--- src/rtl/restoring_divider_if.sv ---
// restoring_divider_if
//   Start/done handshake and operand/result bundle for the restoring divider.
//   The same handshake is used by the shift-add multiplier, so the control
//   unit drives both blocks identically.
//   Ports (signals):
//     start      master -> slave   level request, sampled only while idle
//     dividend   master -> slave   numerator, latched at the accept edge
//     divisor    master -> slave   denominator, latched at the accept edge
//     busy       slave  -> master  high while an operation is running
//     done       slave  -> master  one-cycle pulse, results valid
//     quotient   slave  -> master  registered result, held until next done
//     remainder  slave  -> master  registered result, held until next done
//     divByZero  slave  -> master  latched divisor was zero, updated with done
interface restoring_divider_if #(
    parameter int WIDTH = 16
);
    logic             start;
    logic [WIDTH-1:0] dividend;
    logic [WIDTH-1:0] divisor;
    logic             busy;
    logic             done;
    logic [WIDTH-1:0] quotient;
    logic [WIDTH-1:0] remainder;
    logic             divByZero;

    modport master (
        output start, dividend, divisor,
        input  busy, done, quotient, remainder, divByZero
    );

    modport slave (
        input  start, dividend, divisor,
        output busy, done, quotient, remainder, divByZero
    );
endinterface

--- src/rtl/restoring_divider.sv ---
// restoring_divider
//   Sequential unsigned WIDTH/WIDTH divider using the restoring shift-subtract
//   algorithm, one quotient bit per clock. Fixed latency: done is high in the
//   cycle after the WIDTH-th edge following the accept edge.
//   Ports:
//     clockDiv  in   clock, all state changes on the rising edge
//     reset     in   synchronous, active-high; aborts any running operation
//     bus       slave modport of restoring_divider_if (handshake, operands,
//               results, divide-by-zero flag)
module restoring_divider #(
    parameter int WIDTH = 16
) (
    input  logic               clockDiv,
    input  logic               reset,
    restoring_divider_if.slave bus
);
    localparam int CW = $clog2(WIDTH) + 1;
    localparam logic [CW-1:0] LAST = CW'(WIDTH - 1);

    typedef enum logic {IDLE, RUN} state_t;

    state_t           state;
    logic [WIDTH-1:0] rem;
    logic [WIDTH-1:0] quo;
    logic [WIDTH-1:0] dvs;
    logic [CW-1:0]    count;

    logic             busy_q;
    logic             done_q;
    logic [WIDTH-1:0] quotient_q;
    logic [WIDTH-1:0] remainder_q;
    logic             div_by_zero_q;

    logic [WIDTH:0]   trial;
    logic [WIDTH:0]   diff;
    logic [WIDTH-1:0] rem_next;
    logic [WIDTH-1:0] quo_next;

    // One restoring iteration: shift the next dividend bit into the partial
    // remainder and subtract the divisor if it fits. The compare is one bit
    // wider than the operands so a full-scale remainder cannot overflow.
    // With a zero divisor the subtraction always "fits", which naturally
    // yields an all-ones quotient and a remainder equal to the dividend.
    always_comb begin
        trial = {rem, quo[WIDTH-1]};
        diff  = trial - {1'b0, dvs};
        if (trial >= {1'b0, dvs}) begin
            rem_next = diff[WIDTH-1:0];
            quo_next = {quo[WIDTH-2:0], 1'b1};
        end else begin
            rem_next = trial[WIDTH-1:0];
            quo_next = {quo[WIDTH-2:0], 1'b0};
        end
    end

    // Control FSM and datapath registers. Results are only written on the
    // final iteration so they stay stable between done pulses; a reset in
    // the middle of an operation discards it without a done pulse.
    always_ff @(posedge clockDiv) begin
        if (reset) begin
            state         <= IDLE;
            rem           <= '0;
            quo           <= '0;
            dvs           <= '0;
            count         <= '0;
            busy_q        <= 1'b0;
            done_q        <= 1'b0;
            quotient_q    <= '0;
            remainder_q   <= '0;
            div_by_zero_q <= 1'b0;
        end else begin
            done_q <= 1'b0;
            case (state)
                IDLE: begin
                    if (bus.start) begin
                        dvs    <= bus.divisor;
                        quo    <= bus.dividend;
                        rem    <= '0;
                        count  <= '0;
                        busy_q <= 1'b1;
                        state  <= RUN;
                    end
                end
                RUN: begin
                    rem   <= rem_next;
                    quo   <= quo_next;
                    count <= count + CW'(1);
                    if (count == LAST) begin
                        quotient_q    <= quo_next;
                        remainder_q   <= rem_next;
                        div_by_zero_q <= (dvs == '0);
                        done_q        <= 1'b1;
                        busy_q        <= 1'b0;
                        state         <= IDLE;
                    end
                end
                default: state <= IDLE;
            endcase
        end
    end

    assign bus.busy      = busy_q;
    assign bus.done      = done_q;
    assign bus.quotient  = quotient_q;
    assign bus.remainder = remainder_q;
    assign bus.divByZero = div_by_zero_q;
endmodule
--- src/flat_wrapper.sv ---
// flat-port wrapper written by rule: the top's interface ports become plain ports
module restoring_divider_flat 
#(
    parameter int WIDTH = 16
)
  (clockDiv, reset, bus_start, bus_dividend, bus_divisor, bus_busy, bus_done, bus_quotient, bus_remainder, bus_divByZero);
  restoring_divider_if #(.WIDTH(WIDTH)) bus_i ();
  input  logic clockDiv;
  input  logic reset;
  input wire logic [$bits(bus_i.start)-1:0] bus_start;
  input wire logic [$bits(bus_i.dividend)-1:0] bus_dividend;
  input wire logic [$bits(bus_i.divisor)-1:0] bus_divisor;
  output wire logic [$bits(bus_i.busy)-1:0] bus_busy;
  output wire logic [$bits(bus_i.done)-1:0] bus_done;
  output wire logic [$bits(bus_i.quotient)-1:0] bus_quotient;
  output wire logic [$bits(bus_i.remainder)-1:0] bus_remainder;
  output wire logic [$bits(bus_i.divByZero)-1:0] bus_divByZero;
  assign bus_i.start = bus_start;
  assign bus_i.dividend = bus_dividend;
  assign bus_i.divisor = bus_divisor;
  assign bus_busy = bus_i.busy;
  assign bus_done = bus_i.done;
  assign bus_quotient = bus_i.quotient;
  assign bus_remainder = bus_i.remainder;
  assign bus_divByZero = bus_i.divByZero;
  restoring_divider #(.WIDTH(WIDTH)) u_core (.clockDiv(clockDiv), .reset(reset), .bus(bus_i));
endmodule
--- config.mk ---
export PLATFORM = sky130hd
export DESIGN_NAME = restoring_divider_flat
export DESIGN_NICKNAME = d
export VERILOG_FILES = /design/src/rtl/restoring_divider_if.sv /design/src/rtl/restoring_divider.sv /design/src/flat_wrapper.sv
export SDC_FILE = /design/constraint.sdc
export NUM_CORES = 1
export LEC_CHECK = 0
export ABC_AREA = 1
export CAP_MARGIN = 20
export CORE_ASPECT_RATIO = 1.4
export CORE_MARGIN = 10
export CORE_UTILIZATION = 45
export DETAILED_ROUTE_END_ITERATION = 8
export HOLD_SLACK_MARGIN = 0.03
export PLACE_DENSITY_LB_ADDON = 0.25
export SKIP_CTS_REPAIR_TIMING = 1
export SYNTH_ARGS = -nofsm -noshare
export SYNTH_HDL_FRONTEND = slang
export SYNTH_SLANG_ARGS = --single-unit
--- constraint.sdc ---
create_clock -name clockDiv -period 2.4 [get_ports clockDiv]
set_input_delay 0.6 -clock clockDiv [delete_from_list [all_inputs] [get_ports clockDiv]]
set_output_delay 0.6 -clock clockDiv [all_outputs]
set_load 0.01 [all_outputs]
* Word level (Yosys, flattened, before mapping)
Cells that the tools add are included. Widths: inputs -> output; s select.
Operators by class: $add $sub $neg 2, order comparisons 1, equality and inequality tests 3, muxes and demuxes 15, bitwise gates (word level) 1, reductions and logical operators 5
Operator list (number):
- $pmux 16 s2 | 2
- $mux 16 | 3
- $ge 17x16->1 | 1
- $logic_not 16->1 | 1
- $sub 16x16->16 | 1
- $pmux 5 s2 | 1
- $mux 1 | 6
- $reduce_and 2->1 | 3
- $add 5x1->5 const B | 1
- $eq 5x4->1 const B | 1
- $mux 5 | 1
- $ne 2x2->1 const B | 2
- $pmux 1 s2 | 2
- $reduce_or 2->1 | 1
- $not 1->1 | 1
Word-level totals: flip-flop bits (word level) 89, input port bits 35, logic and storage cells 37

* Logic depth before layout (Yosys ltp)
Gate-level depths: netlist of the first run.
depth after elaboration 3, depth in mapped cells 16, mapped depth without buffers 16

* Least setup slack after synthesis of the first run
No wires, ideal clock.
path type reg-to-reg, from register u_core.quo[15], to register u_core.rem[12], setup time 0.134 ns, arrival time 1.622 ns, required time 2.266 ns, path slack 0.644 ns, stages on the path, launching flop included 17, buffers on the path 0, clock period less this slack 1.756 ns, cell sequence dfxtp_1 > inv_1 > ha_1 > inv_1 > fa_1 > nand2_1 > nand2_1 > nand2_1 > inv_1 > nand2_1 > nand3_1 > nand2_1 > nand2_1 > nand2_1 > nand2_1 > nand2_1 > a21oi_1
Between the ends: longest elaborated chain between the ends 3, elaborated cells on any way between the ends 4, classes of those cells 1 x add/sub; 1 x order compare; 2 x mux
Ends and longest elaborated chain:
- start, declared | RTL line restoring_divider.sv:24 | logic [WIDTH-1:0] quo;
- start signal, assigned | RTL line restoring_divider.sv:77 | quo <= bus.dividend;
- start signal, assigned | RTL line restoring_divider.sv:86 | quo <= quo_next;
- $sub 16x16->16 / $ge 17x16->1 (equally long branches) | RTL line restoring_divider.sv:46, restoring_divider.sv:47
- $mux 16 * | RTL line restoring_divider.sv:47 | if (trial >= {1'b0, dvs}) begin
- $pmux 16 s2 * | RTL line restoring_divider.sv:73 | case (state)
- end signal, assigned | RTL line restoring_divider.sv:85 | rem <= rem_next;
- end, declared | RTL line restoring_divider.sv:23 | logic [WIDTH-1:0] rem;
Every way passes the cells marked *; elsewhere a longest branch is shown, timed or not. A chain may end at the register's enable or synchronous reset.

* Worst setup path in the final report of the first run
from register u_core.rem[4], to register u_core.rem[8]
Between the ends: longest elaborated chain between the ends 3, elaborated cells on any way between the ends 4, classes of those cells 1 x add/sub; 1 x order compare; 2 x mux
Ends and longest elaborated chain (RTL line):
- $sub 16x16->16 / $ge 17x16->1 (equally long branches) | restoring_divider.sv:46, restoring_divider.sv:47
- $mux 16 * | restoring_divider.sv:47
- $pmux 16 s2 * | restoring_divider.sv:73
Marks and branches as above.

==> reports/metrics.cfg, run 1 <==
[floorplanning]
num_rows=43
floorplan.die_area_um2=14700
die_w_um=105
initial_core_util_pct=46.1
die_h_um=140
pin_count=70
core-area_um2=9950

[detailed_routing]
totalWireLength_mm=12.4
viasPerCell=4.95
drt_iter0_markers=164
drtPass1Iterations=4
drc_errors=0
dr_total_vias=4293
ant_nets=0
drt-wirelength-per-cell_um=14.3

[global_routing]
grt_pass1_vias=4463
overflow=0
antenna_found_initial=0
grt_pass1_wl_mm=21.0
grt_max_degree=34
gr-usage-all-layers_pct=17.5

[synthesis]
synth-adder-area-share_pct=5.34
synth_top_family_by_area=simple AND/OR/NAND/NOR gates
muxShareOfSynthArea_pct=0
synth_xor_area_share_pct=1.33
synth_enable_flop_cells=0
synthesis.area_per_instance_um2=6.95
ys_types=39
synthArstFlopShare_pct=0
ys_warn_count=0
ys_ff_latch=89
synth_flop_cell=dfxtp_1
synth_simple_gate_area_share_pct=32.5
synth_nets=715
syn_area_um2=4590
synth_compound_area_share_pct=11.5
syn_inst=661
synth-seq-area-share_pct=38.8

[hold_path]
min_path_type=flip-flop to flip-flop
hold_path_depth=2
hold_end=u_core.bus.remainder[3]
worstHoldStart=u_core.bus.remainder[3]

[worst_setup_path]
r2r_slack_ps=300
slowest_stage=ha_1
crit_family=simple AND/OR/NAND/NOR gates
rr_worst_depth=11
critical_path_buf_inv_count=0
critPathMaxStageDelay_ps=390
timing.rr.end=u_core.rem[8]
crit_top_cell=nand2_1
critical_path_arrival_ps=2370
crit_path_end_kind=flip-flop
worstPathRequired_ps=2670
crit_path_start_kind=flip-flop
worstPathMaxFanout=18
path_cells=ha_1 > nand2_1 > nor2_1 > nand3_1 > nand3_2 > nand2_4 > nand2_4 > nand2_1 > nand2_1 > nand2_1 > a21oi_1
r2r_start=u_core.rem[4]
crit_type=flip-flop to flip-flop

[timing]
clock.fmax_mhz=477
slew_viol_final=0
min_period_ps=2100
max_slew_margin_pct=47.4
finalSetupTns_ps=0
finalSetupViolations=0
finalCritPeriodShare_pct=87.3
worstMarginPinSlew_ps=787
hold_viol=0
skew_ps=9.00
hold_slack_ps=451
rsz0062_at_grt=false

[flow_run]
cap_viol_max_count=0

[final_layout]
finalInstanceArea_um2=5720
diodes=0
area_growth_pct=24.6
fin_nets=781
drive_gt1_share_pct=7.92

[clock_network]
clockBufferDepth=2
cts_root_buffer=clkbuf_16
cts.sinks=89
cts_tree=yes
insertion_delay_ps=340
cts_buffers=9
cts.clk_slew.worst_paths_ps=60
htreeDepth=3

[placement]
numPortBuffers=69
place_hpwl_mm=9.70
place.gp.congestion=0.914
placed_cell_area_um2=5430

[power]
powerDensity_nw_per_um2=1250
peakVddDrop_v=0.000483
power_mw=7.13
leakage_nw=2.72

[run_status]
status=complete, no violations

[cell usage in the layout (no fill, tap or decap), types with 5 or more instances in the layout]
master / instances
buf_4: 9
nand3_1: 41
nor2_1: 20
a21oi_1: 40
inv_2: 6
o221ai_1: 6
nand4_1: 7
clkbuf_16: 9
nand2_1: 234
dfxtp_1: 89
ha_1: 18
clkdlybuf4s50_1: 69
o21ai_0: 29
a22o_1: 5
nand3b_2: 9
inv_1: 90
[report_power, final]
group          switching [mW]  internal [mW]
registers               0.168           1.64
logic                    2.52           1.41
clock network           0.586          0.808
total                    3.27           3.86
[layout make-up]
| cell class | count | area (um2) |
|---|---|---|
| Clock buffer | 10 | 229 |
| Clock inverter | 6 | 66.3 |
| Fill cell | 971 | 4230 |
| Inverter | 97 | 364 |
| Multi-Input combinational cell | 451 | 2330 |
| Sequential cell | 89 | 1780 |
| Tap cell | 135 | 169 |
| Timing Repair Buffer | 79 | 778 |
[worst max path at each step]
stage / from / endpoint / slack, ps / depth (start not counted)
2_1_floorplan: u_core.quo[15] / u_core.rem[12] / 640 / 16
3_3_place_gp: bus_start / u_core.dvs[14] / 310 / 6
3_5_place_dp: bus_start / u_core.dvs[6] / 270 / 6
4_1_cts: u_core.quo[15] / u_core.rem[8] / 270 / 13
5_1_grt: u_core.dvs[6] / u_core.rem[6] / 50 / 12
6_report: u_core.rem[4] / u_core.rem[8] / 300 / 11
[per-stage QoR]
step                utilization (%)  instances  worst slack, ps
floorplan                         -        661              644
global placement               54.5        851              307
detailed placement             54.5        851              266
CTS                            57.5        867              272
global route                   57.5        867             50.1
finish                         57.5        867              304
[routing by layer]
layer,track usage [%],share of wire (%)
met5,0,0
met2,33.0,54
met3,3.79,3.7
met1,17.1,38
met4,9.28,3.6
[flip-flops by register name (all words and copies together) (netlist names)]
signal	flops
u_core.quo	16
u_core.state	1
u_core.dvs	16
u_core.bus.divByZero	1
u_core.rem	16
u_core.bus.busy	1
u_core.count	5
u_core.bus.done	1
u_core.bus.quotient	16
u_core.bus.remainder	16
[cells by family after synthesis]
| kind of cell | Yosys count |
|---|---|
| adder cells (fa/ha/maj) | 19 |
| flip-flops | 89 |
| AO/OA/AOI/OAI | 90 |
| AND/OR/NAND/NOR | 335 |
| buffers and inverters | 121 |
| XOR/XNOR | 7 |
[Yosys cell counts, types with 4 or more instances]
master | number | area share [%]
a21oi_1 | 40 | 4.4
a22o_1 | 5 | 0.95
clkbuf_1 | 15 | 1.2
dfxtp_1 | 89 | 39
ha_1 | 18 | 4.9
inv_1 | 90 | 7.4
inv_2 | 6 | 0.49
nand2_1 | 234 | 19
nand3_1 | 41 | 4.5
nand3b_2 | 9 | 2.2
nand4_1 | 7 | 0.95
nor2_1 | 21 | 1.7
o211ai_1 | 4 | 0.65
o21ai_0 | 29 | 3.2
o221ai_1 | 6 | 1.1
xor2_1 | 4 | 0.76
[tightest hold or removal path: stages, from the launching register on]
cell	delay, ps
dfxtp_1	310
nand2_1	60
nand2_1	40
Note: power is estimated with default switching activity, not from simulation.
==> run 2, diff against run 1 <==
Settings changed: PLACE_DENSITY set to 0.71, PLACE_DENSITY_LB_ADDON 0.25 to not set, SLEW_MARGIN set to 10.
==> reports/metrics.cfg, run 2 (synthesized netlist as in run 1, its figures left out) <==
[power]
power.switching_mw=3.39
p_sw_share_pct=46.4
seq_power_share_pct=24.8
p_int_mw=3.92
power_mw=7.31
leakage_nw=2.73
p_clk_share_pct=19.2
pwr-share-comb_pct=56.0
powerDensity_nw_per_um2=1270
peakVddDrop_v=0.000607

[final_layout]
diodes=0
final_util_pct=57.6
final_common_cell=nand2_1
area_growth_pct=24.9
fin_nets=784
drive_gt1_share_pct=8.31
mostFrequentLayoutCells=nand2_1 (234), inv_1 (90), dfxtp_1 (89), clkdlybuf4s50_1 (69), nand3_1 (41)

[global_routing]
grt_max_degree=34
overflow=0
grt_pass1_wl_mm=21.2
antenna_found_initial=0
gr-usage-all-layers_pct=17.7
grt_pass1_vias=4564

[floorplanning]
die_h_um=140
floorplan.die_area_um2=14700
core-area_um2=9950
initial_core_util_pct=46.1
die_w_um=105
pin_count=70
num_rows=43

[clock_network]
cts.clk_slew.worst_paths_ps=70
cts_tree=yes
cts.sinks=89
clockBufferDepth=2
cts_root_buffer=clkbuf_16
cts_buffers=9
insertion_delay_ps=350
htreeDepth=3

[detailed_routing]
dr_total_vias=4438
drt_iter0_markers=226
top_layer=met4
drt-wirelength-per-cell_um=14.5
wl_met3_um=664
route.met2.wl_mm=6.62
drtPass1Iterations=5
wl_met1_mm=4.76
totalWireLength_mm=12.6
ant_nets=0
drc_errors=0
viasPerCell=5.11

[timing]
finalCritPeriodShare_pct=88.1
min_period_ps=2120
hold_viol=0
finalSetupTns_ps=0
finalSetupViolations=0
slew_viol_final=0
worstMarginPinSlew_ps=806
max_slew_margin_pct=46.2
clock.fmax_mhz=473
skew_ps=7.32
rsz0062_at_grt=false

[placement]
place.gp.congestion=0.939
place_hpwl_mm=9.59
numPortBuffers=69

[hold_path]
hold_path_depth=2
worstHoldStart=u_core.bus.quotient[12]
hold_end=u_core.bus.quotient[12]
min_path_type=flip-flop to flip-flop

[worst_setup_path]
worstPathMaxFanout=18
crit_path_end_kind=flip-flop
rr_worst_depth=11
crit_type=flip-flop to flip-flop
crit_path_start_kind=flip-flop
r2r_start=u_core.rem[4]
critical_path_arrival_ps=2390
timing.rr.end=u_core.rem[12]
worstPathRequired_ps=2680
r2r_slack_ps=280

[run_status]
status=complete, no violations

[flow_run]
cap_viol_max_count=0

-- run 2: area by class of cell --
class	instances	area (um2)
fillers	938	4220
multi-input cells	451	2340
flip-flops and latches	89	1780
repair buffers	82	788
inverters	97	364
clock buffers	9	225
well taps	135	169
clock inverters	6	67.6
-- run 2: power groups by stage --
stage	registers [mW]	clock network, mW	logic [mW]
floorplan	1.76	0	3.26
finish	1.81	1.40	4.09
CTS	1.81	1.43	4.01
global placement	1.84	0	3.90
detailed placement	1.84	0	3.98
global route	1.82	1.49	4.65
-- run 2: per-stage QoR --
step / cells / worst slack [ps] / hold slack [ps] / cell area (um2)
floorplan: 661 / 644 / 433 / 4590
global placement: 854 / 310 / 435 / 5440
detailed placement: 854 / 231 / 432 / 5440
CTS: 869 / 261 / 448 / 5730
global route: 869 / 14.1 / 472 / 5740
finish: 869 / 284 / 445 / 5740
-- run 2: worst max path at each step --
stage / from / endpoint / slack, ps
2_1_floorplan: u_core.quo[15] / u_core.rem[12] / 640
3_3_place_gp: reset / u_core.bus.divByZero / 310
3_5_place_dp: bus_start / u_core.count[2] / 230
4_1_cts: u_core.dvs[5] / u_core.rem[6] / 260
5_1_grt: u_core.dvs[5] / u_core.rem[3] / 10
6_report: u_core.rem[4] / u_core.rem[12] / 280
-- run 2: worst max-delay path: stages (launching register included) --
cell and delay (ps):
dfxtp_1 370, ha_1 390, nand2_1 150, nor2_1 150, nand3_1 140, nand3_2 140, nand2_4 180, nand2_8 200
nand2_1 70, nand2_1 90, nand2_1 60, a21oi_1 120
-- run 2: per-layer routing --
| metal | up-vias | GRT usage (%) |
|---|---|---|
| met5 | - | 0 |
| met4 | 0 | 11.2 |
| li1 | 2232 | - |
| met3 | 42 | 4.21 |
| met2 | 124 | 32.4 |
| met1 | 2040 | 17.2 |
